--- src/rtl/sum_display_if.sv ---
// Signal bundle between the nibble adder stage and the two-digit display driver.
// The adder side drives the active-low sum; the display side returns segments, enables and err.
interface sum_display_if;
    logic [7:0] sum_n;
    logic [6:0] seg_n;
    logic [1:0] an_n;
    logic       err;

    modport master (
        output sum_n,
        input  seg_n,
        input  an_n,
        input  err
    );

    modport slave (
        input  sum_n,
        output seg_n,
        output an_n,
        output err
    );
endinterface

--- src/rtl/sum_display.sv ---
// Debounces an active-low sum bus and scans its value onto two multiplexed
// seven-segment digits, showing dashes when the value does not fit in 0..31.
module sum_display #(
    parameter int REFRESH_DIV   = 50000,
    parameter int STABLE_CYCLES = 4
) (
    input  logic          clk,
    input  logic          rst,
    sum_display_if.slave  bus
);

    localparam int CW = $clog2(STABLE_CYCLES + 1);
    localparam int RW = $clog2(REFRESH_DIV);
    localparam logic [CW-1:0] CNT_MAX  = CW'(STABLE_CYCLES);
    localparam logic [CW-1:0] CNT_LOAD = CW'(STABLE_CYCLES - 1);
    localparam logic [RW-1:0] REF_LAST = RW'(REFRESH_DIV - 1);

    logic [7:0]    s_reg;
    logic [CW-1:0] cnt_reg;
    logic [7:0]    disp_val_reg;
    logic [RW-1:0] ref_cnt_reg;
    logic          digit_sel_reg;
    logic [6:0]    seg_reg;
    logic [1:0]    an_reg;

    logic [7:0]    true_val;
    logic          same_val;
    logic          out_of_range;
    logic [4:0]    low_val;
    logic [4:0]    tens_val;
    logic [4:0]    ones_val;
    logic [6:0]    seg_next;
    logic [1:0]    an_next;

    function automatic logic [6:0] seg_code(input logic [4:0] digit);
        logic [6:0] code;
        case (digit)
            5'd0:    code = 7'h40;
            5'd1:    code = 7'h79;
            5'd2:    code = 7'h24;
            5'd3:    code = 7'h30;
            5'd4:    code = 7'h19;
            5'd5:    code = 7'h12;
            5'd6:    code = 7'h02;
            5'd7:    code = 7'h78;
            5'd8:    code = 7'h00;
            5'd9:    code = 7'h10;
            default: code = 7'h7F;
        endcase
        return code;
    endfunction

    assign true_val     = ~bus.sum_n;
    assign same_val     = (true_val == s_reg);
    assign out_of_range = |disp_val_reg[7:5];
    assign low_val      = disp_val_reg[4:0];

    // Output decode works from the registered display value only, so sum_n never reaches an output combinationally.
    always_comb begin
        tens_val = low_val / 5'd10;
        ones_val = low_val % 5'd10;
        seg_next = 7'h7F;
        an_next  = digit_sel_reg ? 2'b01 : 2'b10;
        if (out_of_range) begin
            seg_next = 7'h3F;
        end else if (!digit_sel_reg) begin
            seg_next = seg_code(ones_val);
        end else if (tens_val != 5'd0) begin
            seg_next = seg_code(tens_val);
        end
    end

    always_ff @(posedge clk) begin
        if (rst) begin
            s_reg         <= 8'd0;
            cnt_reg       <= '0;
            disp_val_reg  <= 8'd0;
            ref_cnt_reg   <= '0;
            digit_sel_reg <= 1'b0;
            seg_reg       <= 7'h7F;
            an_reg        <= 2'b11;
        end else begin
            s_reg <= true_val;

            // A change on the load edge wins: the count restarts and the display keeps its value.
            if (!same_val) begin
                cnt_reg <= '0;
            end else if (cnt_reg != CNT_MAX) begin
                cnt_reg <= cnt_reg + 1'b1;
            end

            if (same_val && (cnt_reg == CNT_LOAD)) begin
                disp_val_reg <= s_reg;
            end

            if (ref_cnt_reg == REF_LAST) begin
                ref_cnt_reg   <= '0;
                digit_sel_reg <= ~digit_sel_reg;
            end else begin
                ref_cnt_reg <= ref_cnt_reg + 1'b1;
            end

            seg_reg <= seg_next;
            an_reg  <= an_next;
        end
    end

    assign bus.seg_n = seg_reg;
    assign bus.an_n  = an_reg;
    assign bus.err   = out_of_range;

endmodule

--- src/flat_wrapper.sv ---
// flat-port wrapper written by rule: the top's interface ports become plain ports
module sum_display_flat 
#(
    parameter int REFRESH_DIV   = 50000,
    parameter int STABLE_CYCLES = 4
)
  (clk, rst, bus_sum_n, bus_seg_n, bus_an_n, bus_err);
  sum_display_if bus_i ();
  input  logic clk;
  input  logic rst;
  input wire logic [$bits(bus_i.sum_n)-1:0] bus_sum_n;
  output wire logic [$bits(bus_i.seg_n)-1:0] bus_seg_n;
  output wire logic [$bits(bus_i.an_n)-1:0] bus_an_n;
  output wire logic [$bits(bus_i.err)-1:0] bus_err;
  assign bus_i.sum_n = bus_sum_n;
  assign bus_seg_n = bus_i.seg_n;
  assign bus_an_n = bus_i.an_n;
  assign bus_err = bus_i.err;
  sum_display #(.REFRESH_DIV(REFRESH_DIV), .STABLE_CYCLES(STABLE_CYCLES)) u_core (.clk(clk), .rst(rst), .bus(bus_i));
endmodule
--- config.mk ---
export PLATFORM = sky130hd
export DESIGN_NAME = sum_display_flat
export DESIGN_NICKNAME = d
export VERILOG_FILES = /design/src/rtl/sum_display_if.sv /design/src/rtl/sum_display.sv /design/src/flat_wrapper.sv
export SDC_FILE = /design/constraint.sdc
export NUM_CORES = 1
export LEC_CHECK = 0
export ABC_AREA = 0
export CAP_MARGIN = 25
export CELL_PAD_IN_SITES_DETAIL_PLACEMENT = 1
export CELL_PAD_IN_SITES_GLOBAL_PLACEMENT = 2
export CORE_UTILIZATION = 38
export DETAILED_ROUTE_END_ITERATION = 10
export GPL_ROUTABILITY_DRIVEN = 0
export PLACE_DENSITY_LB_ADDON = 0.1
export RECOVER_POWER = 100
export SETUP_SLACK_MARGIN = 0.1
export SYNTH_ARGS = -nofsm -noshare
export SYNTH_HDL_FRONTEND = slang
export SYNTH_SLANG_ARGS = --single-unit
--- constraint.sdc ---
create_clock -name clk -period 5.8 [get_ports clk]
set_input_delay 0.58 -clock clk [delete_from_list [all_inputs] [get_ports clk]]
set_output_delay 0.58 -clock clk [all_outputs]
set_load 0.03 [all_outputs]
==> impl_metrics.py, run 1 <==
metrics = {
    "grt": {
        "grt_busiest_layer": "met2",
        "antenna_found_initial": 0,
        "grt_pass1_vias": 1699,
        "grt_first_pass_wirelength_mm": 7.769,
        "overflow": 0,
        "grt_max_degree": 25,
        "grtUsageMet1_pct": 20.82,
        "met3_usage_pct": 4.941,
        "track_usage_pct": 16.64,
        "use_met2_pct": 27.08,
    },
    "setup_path": {
        "worstPathMaxFanout": 9,
        "ff2ff_setup_slack_ns": 2.56,
        "critPathCaptureType": "register",
        "cp_data_required_time_ns": 5.99,
        "cp-start-kind": "register",
        "criticalPathCategory": "register to register",
        "arrival_ns": 3.43,
    },
    "final_layout": {
        "largest_register_ffs": 16,
        "fillerInstances": 670,
        "syn_to_final_growth_pct": 14.55,
        "multiInputGateArea_um2": 1161,
        "drive_above_1_share_pct": 6.513,
        "fin_util_pct": 45.08,
        "nets": 281,
        "diodes": 0,
        "seqCellArea_um2": 900.9,
    },
    "synthesis": {
        "synth_edf_count": 0,
        "yosys-top-cells-area": "dfxtp_1 42%, xor2_1 7.7%, nor2_1 7.3%",
        "synthFlopType": "dfxtp_1",
        "yosysSeqAreaShare_pct": 41.57,
        "synth_async_sr_flop_share_pct": 0,
        "yosysMostFrequentCell": "dfxtp_1",
        "synth_nets": 261,
        "syn-cell-area_um2": 2167,
        "ys_types": 49,
        "synthCells": 240,
        "synth_warnings": 0,
        "post-synth-top-area-cell": "dfxtp_1",
        "ys_top_cells_by_count": "45 x dfxtp_1, 42 x nor2_1, 19 x xor2_1",
        "synth.avg_cell_area_um2": 9.029,
        "ys_ff_latch": 45,
        "yosys.area.top_type_share_pct": 41.57,
    },
    "detailed_routing": {
        "drcViolationCount": 0,
        "drt-vias-per-instance": 4.997,
        "first_pass_iters": 4,
        "dr.first_iter.drc_count": 37,
        "wl_mm": 4.333,
        "antenna_left": 0,
        "wl_per_cell_um": 13.01,
        "vias": 1664,
    },
    "clock_network": {
        "worstSkewPairLatency_ns": 0.30,
        "h-tree-depth": 2,
        "clockBufferDepth": 2,
        "cts_tree": "done",
        "cts_root_buf": "clkbuf_8",
        "cts_made_buffers": 5,
        "cts_resized": 0,
        "post_cts.repair.setup_buffers": 0,
        "clk_pin_slew_ns": 0.09,
        "clock-sinks": 45,
        "ctsHoldBuffers": 0,
    },
    "sta": {
        "fmax_mhz": 308.4,
        "fin_crit_ns": 3.243,
        "skew_ns": 0.002192,
        "setup_viol": 0,
        "finalCritPeriodShare_pct": 55.91,
        "finalSetupTns_ns": 0,
        "slew_headroom_pct": 43.30,
        "drv_slew": 0,
        "grt_setup_unrepaired": "no",
        "tightest_slew_ns": 0.8478,
        "hold_viol_final": 0,
    },
    "power": {
        "p_per_area_nw_per_um2": 225.3,
        "irDropWorstVdd_mv": 0.1247,
        "leakagePower_nw": 1.014,
    },
    "hold_path": {
        "hold_path_class": "register to register",
    },
    "die": {
        "dieHeight_um": 77.52,
        "design.core.area_um2": 5507,
        "initial_utilization_pct": 39.35,
        "die_x_um": 77.52,
        "io_pins": 20,
        "dieArea_um2": 6009,
        "fp-row-count": 27,
    },
    "placement": {
        "port_buffers": 19,
        "dp_hpwl_mm": 3.300,
    },
    "status": {
        "status": "finished clean",
    },
    "run": {
        "maxCapViolations": 0,
    },
}
[through the flow]
stage / area (um^2) / power (mW) / std cells / worst slack (ns) / hold WS (ns)
3_5_place_dp: 2412 / 0.3619 / 325 / 2.926 / 0.4411
5_1_grt: 2482 / 0.5894 / 333 / 2.198 / 0.4756
2_1_floorplan: 2167 / 0.3461 / 240 / 3.194 / 0.4175
3_3_place_gp: 2412 / 0.3615 / 325 / 3.054 / 0.4298
4_1_cts: 2509 / 0.5694 / 333 / 2.907 / 0.4612
6_report: 2482 / 0.5592 / 333 / 2.557 / 0.4535
[worst paths after layout]
path	start	end	cells after the start
max	u_core.disp_val_reg[3]	u_core.bus.seg_n[6]	12
min reg2reg	u_core.ref_cnt_reg[0]	u_core.ref_cnt_reg[0]	1
min	u_core.ref_cnt_reg[0]	u_core.ref_cnt_reg[0]	1
max reg2reg	u_core.disp_val_reg[3]	u_core.bus.seg_n[6]	12
[area by class of cell]
| type | count | area share (%) |
|---|---|---|
| Clock buffer | 6 | 3.327 |
| Clock inverter | 2 | 0.5544 |
| Inverter | 11 | 1.764 |
| Multi-Input combinational cell | 178 | 46.77 |
| Sequential cell | 45 | 36.29 |
| Tap cell | 72 | 3.629 |
| Timing Repair Buffer | 19 | 7.661 |
[power by group]
part / total, mW / internal, mW / switching (mW)
Sequential: 0.320 / 0.316 / 0.00378
Clock: 0.207 / 0.0967 / 0.110
Combinational: 0.0326 / 0.0149 / 0.0177
[worst max-delay path, stage by stage, from the launching register on]
cell,delay [ns]
dfxtp_1,0.42
inv_1,0.08
ha_1,0.22
o21ai_0,0.28
xnor2_1,0.27
ha_1,0.30
a32oi_1,0.40
o21ai_0,0.19
o21a_4,0.26
ha_1,0.19
mux2_4,0.27
nor3b_2,0.15
o21bai_1,0.08
[kinds of logic (layout without fill, tap and decap cells)]
group,after synthesis,in the layout,synth area share (%)
compound gates,35,35,11.78
simple gates,97,97,21.42
fa+ha+maj,11,11,6.351
mux,9,9,4.388
buf+inv,17,38,3.638
flops,45,45,41.57
xor+xnor,26,26,10.85
[layout by cell type, fill, tap and decap left out, types with 2 or more instances in the layout]
cell             synthesis  final
and3_1                   2      2
a21o_1                   2      2
clkbuf_8                 0      6
dfxtp_1                 45     45
clkdlybuf4s50_1          0      7
a21oi_1                 10     11
o21ai_0                  1      4
inv_1                   10     10
nand2_1                 14     14
xor2_1                  19     19
nor3_1                   4      4
dlygate4sd3_1            0     12
o21ai_1                  3      2
nand4_1                  6      6
or3_1                    2      2
nor2_1                  42     42
ha_1                    11     11
nor4b_1                  2      2
o21bai_1                 2      2
nand2b_1                 3      3
xnor2_1                  6      7
mux2i_1                  8      8
nand3_1                 14     14
o211ai_1                 3      3
[metal layers]
metal	vias up	routed length [um]
met5	-	0
li1	862	-
met1	775	2162
met3	6	149
met4	0	61
met2	21	1959
(Power assumes the default switching activity.)
==> run 2, diff against run 1 <==
CORE_UTILIZATION = 35   (was 38)
clock period = 3 ns   (was 5.8 ns; I/O delays follow)
==> run 2 against run 1 <==
Non-clock buffer count rose by 3. Final cell count rose by 1.8%. Clock skew rose by 0.0031 ns. Count of clock-buffer cells in the layout fell by 1. Total power rose by 100%. Global-route usage fell by 0.49 points. Register-to-register slack got worse by 2.3 ns. Die area rose by 8.3%. Critical path depth did not move. Cell area rose by 4.2%. Sequential share of layout area fell by 1.3 points. Clock power rose by 120%. Critical endpoint unchanged.
==> impl_metrics.py, run 2 (synthesized netlist as in run 1, its figures left out) <==
metrics = {
    "grt": {
        "grt_first_pass_wirelength_mm": 8.093,
        "grt_pass1_vias": 1752,
        "track_usage_pct": 16.15,
        "antenna_found_initial": 0,
        "overflow": 0,
        "grt_max_degree": 17,
    },
    "setup_path": {
        "crit_chain": "inv_1 -> ha_1 -> o21ai_4 -> xnor2_4 -> ha_2 -> a32oi_4 -> o21ai_2 -> o21a_4 -> ha_1 -> mux2_4 -> nor3b_2 -> o21bai_1",
        "crit_path_max_incr_delay_ns": 0.39,
        "worstPathMaxFanout": 9,
        "arrival_ns": 2.92,
        "critical-path-top-delay-family": "compound AO/OA/AOI/OAI gates",
        "cp_num_buf_inv": 1,
        "critPathCaptureType": "register",
        "cp_data_required_time_ns": 3.18,
        "cp_slowest_cell": "dfxtp_4",
        "path_common_cell": "ha_1",
        "criticalPathCategory": "register to register",
        "cp-start-kind": "register",
    },
    "detailed_routing": {
        "antenna_left": 0,
        "first_pass_iters": 4,
        "wl_mm": 4.485,
        "drt-vias-per-instance": 4.938,
        "vias": 1674,
        "wl_per_cell_um": 13.23,
        "drcViolationCount": 0,
        "dr.first_iter.drc_count": 57,
    },
    "sta": {
        "tightest_slew_ns": 0.6143,
        "skew_ns": 0.005314,
        "fmax_mhz": 365.3,
        "setup_viol": 0,
        "finalCritPeriodShare_pct": 91.25,
        "drv_slew": 0,
        "finalSetupTns_ns": 0,
        "hold_viol_final": 0,
        "fin_crit_ns": 2.737,
        "hold-worst-slack_ns": 0.4515,
        "grt_setup_unrepaired": "no",
        "slew_headroom_pct": 59.05,
    },
    "clock_network": {
        "h-tree-depth": 2,
        "cts_tree": "done",
        "cts_made_buffers": 5,
        "clockBufferDepth": 2,
        "clock-sinks": 45,
        "clk_pin_slew_ns": 0.09,
        "cts_root_buf": "clkbuf_8",
        "worstSkewPairLatency_ns": 0.29,
    },
    "final_layout": {
        "nets": 284,
        "final_common_cell": "dfxtp_1",
        "seqCellArea_um2": 904.6,
        "syn_to_final_growth_pct": 19.34,
        "largest_register_ffs": 16,
        "diodes": 0,
        "final_area_um2": 2586,
        "final_cell_mix": "44 x dfxtp_1, 42 x nor2_1, 19 x xor2_1",
        "drive_above_1_share_pct": 9.848,
        "multiInputGateArea_um2": 1220,
        "fillerInstances": 704,
        "fin_util_pct": 43.42,
    },
    "power": {
        "leakagePower_nw": 1.039,
        "irDropWorstVdd_mv": 0.2006,
        "p_per_area_nw_per_um2": 442.1,
    },
    "die": {
        "fp-row-count": 28,
        "dieArea_um2": 6510,
        "initial_utilization_pct": 36.39,
        "die_x_um": 80.69,
        "design.core.area_um2": 5956,
        "dieHeight_um": 80.69,
        "io_pins": 20,
    },
    "placement": {
        "port_buffers": 19,
        "dp_hpwl_mm": 3.446,
        "dpl_cell_area_um2": 2431,
    },
    "hold_path": {
        "hold_path_class": "register to register",
    },
    "status": {
        "status": "finished clean",
    },
    "run": {
        "maxCapViolations": 0,
    },
}
==> run 2: layer usage <==
metal	vias up	part of all wire [%]	global-route usage [%]
met5	-	0	0
met4	0	0.56	4.464
met3	2	1.6	3.750
met2	9	49	27.88
met1	797	49	19.86
li1	866	-	-
==> run 2: where the power goes <==
part / internal, mW / total (mW) / switching, mW
Clock: 0.249 / 0.462 / 0.213
Combinational: 0.0290 / 0.0638 / 0.0348
Sequential: 0.610 / 0.618 / 0.00730
Total: 0.889 / 1.14 / 0.255
==> run 2: worst paths after layout <==
kind / to / start / slack [ns] / depth (start not counted)
hold / removal: u_core.ref_cnt_reg[0] / u_core.ref_cnt_reg[0] / 0.45 / 1
hold reg to reg: u_core.ref_cnt_reg[0] / u_core.ref_cnt_reg[0] / 0.45 / 1
setup reg to reg: u_core.bus.seg_n[6] / u_core.disp_val_reg[3] / 0.26 / 12
setup / recovery: u_core.bus.seg_n[6] / u_core.disp_val_reg[3] / 0.26 / 12
==> run 2: layout make-up <==
type,instances,share of cell area (%)
clock buffers,5,2.661
clock inverters,3,1.790
inverters,11,1.693
multi-input cells,178,47.17
flip-flops and latches,45,34.98
well taps,75,3.628
repair buffers,22,8.079
==> run 2: timing repair <==
item,in CTS,in global routing
resized for setup,1,8
setup buffers,0,1
pin swaps,0,2
endpoints found under the setup margin,1,7
hold buffers,0,0
==> run 2: metrics by stage <==
step / setup slack (ns) / total power, mW / cells
after global routing: 0.05419 / 1.205 / 339
after floorplan: 0.3940 / 0.6692 / 240
after CTS: 0.1624 / 1.173 / 338
after detailed placement: 0.1143 / 0.7010 / 330
final: 0.2626 / 1.143 / 339
after global placement: 0.2622 / 0.7002 / 330
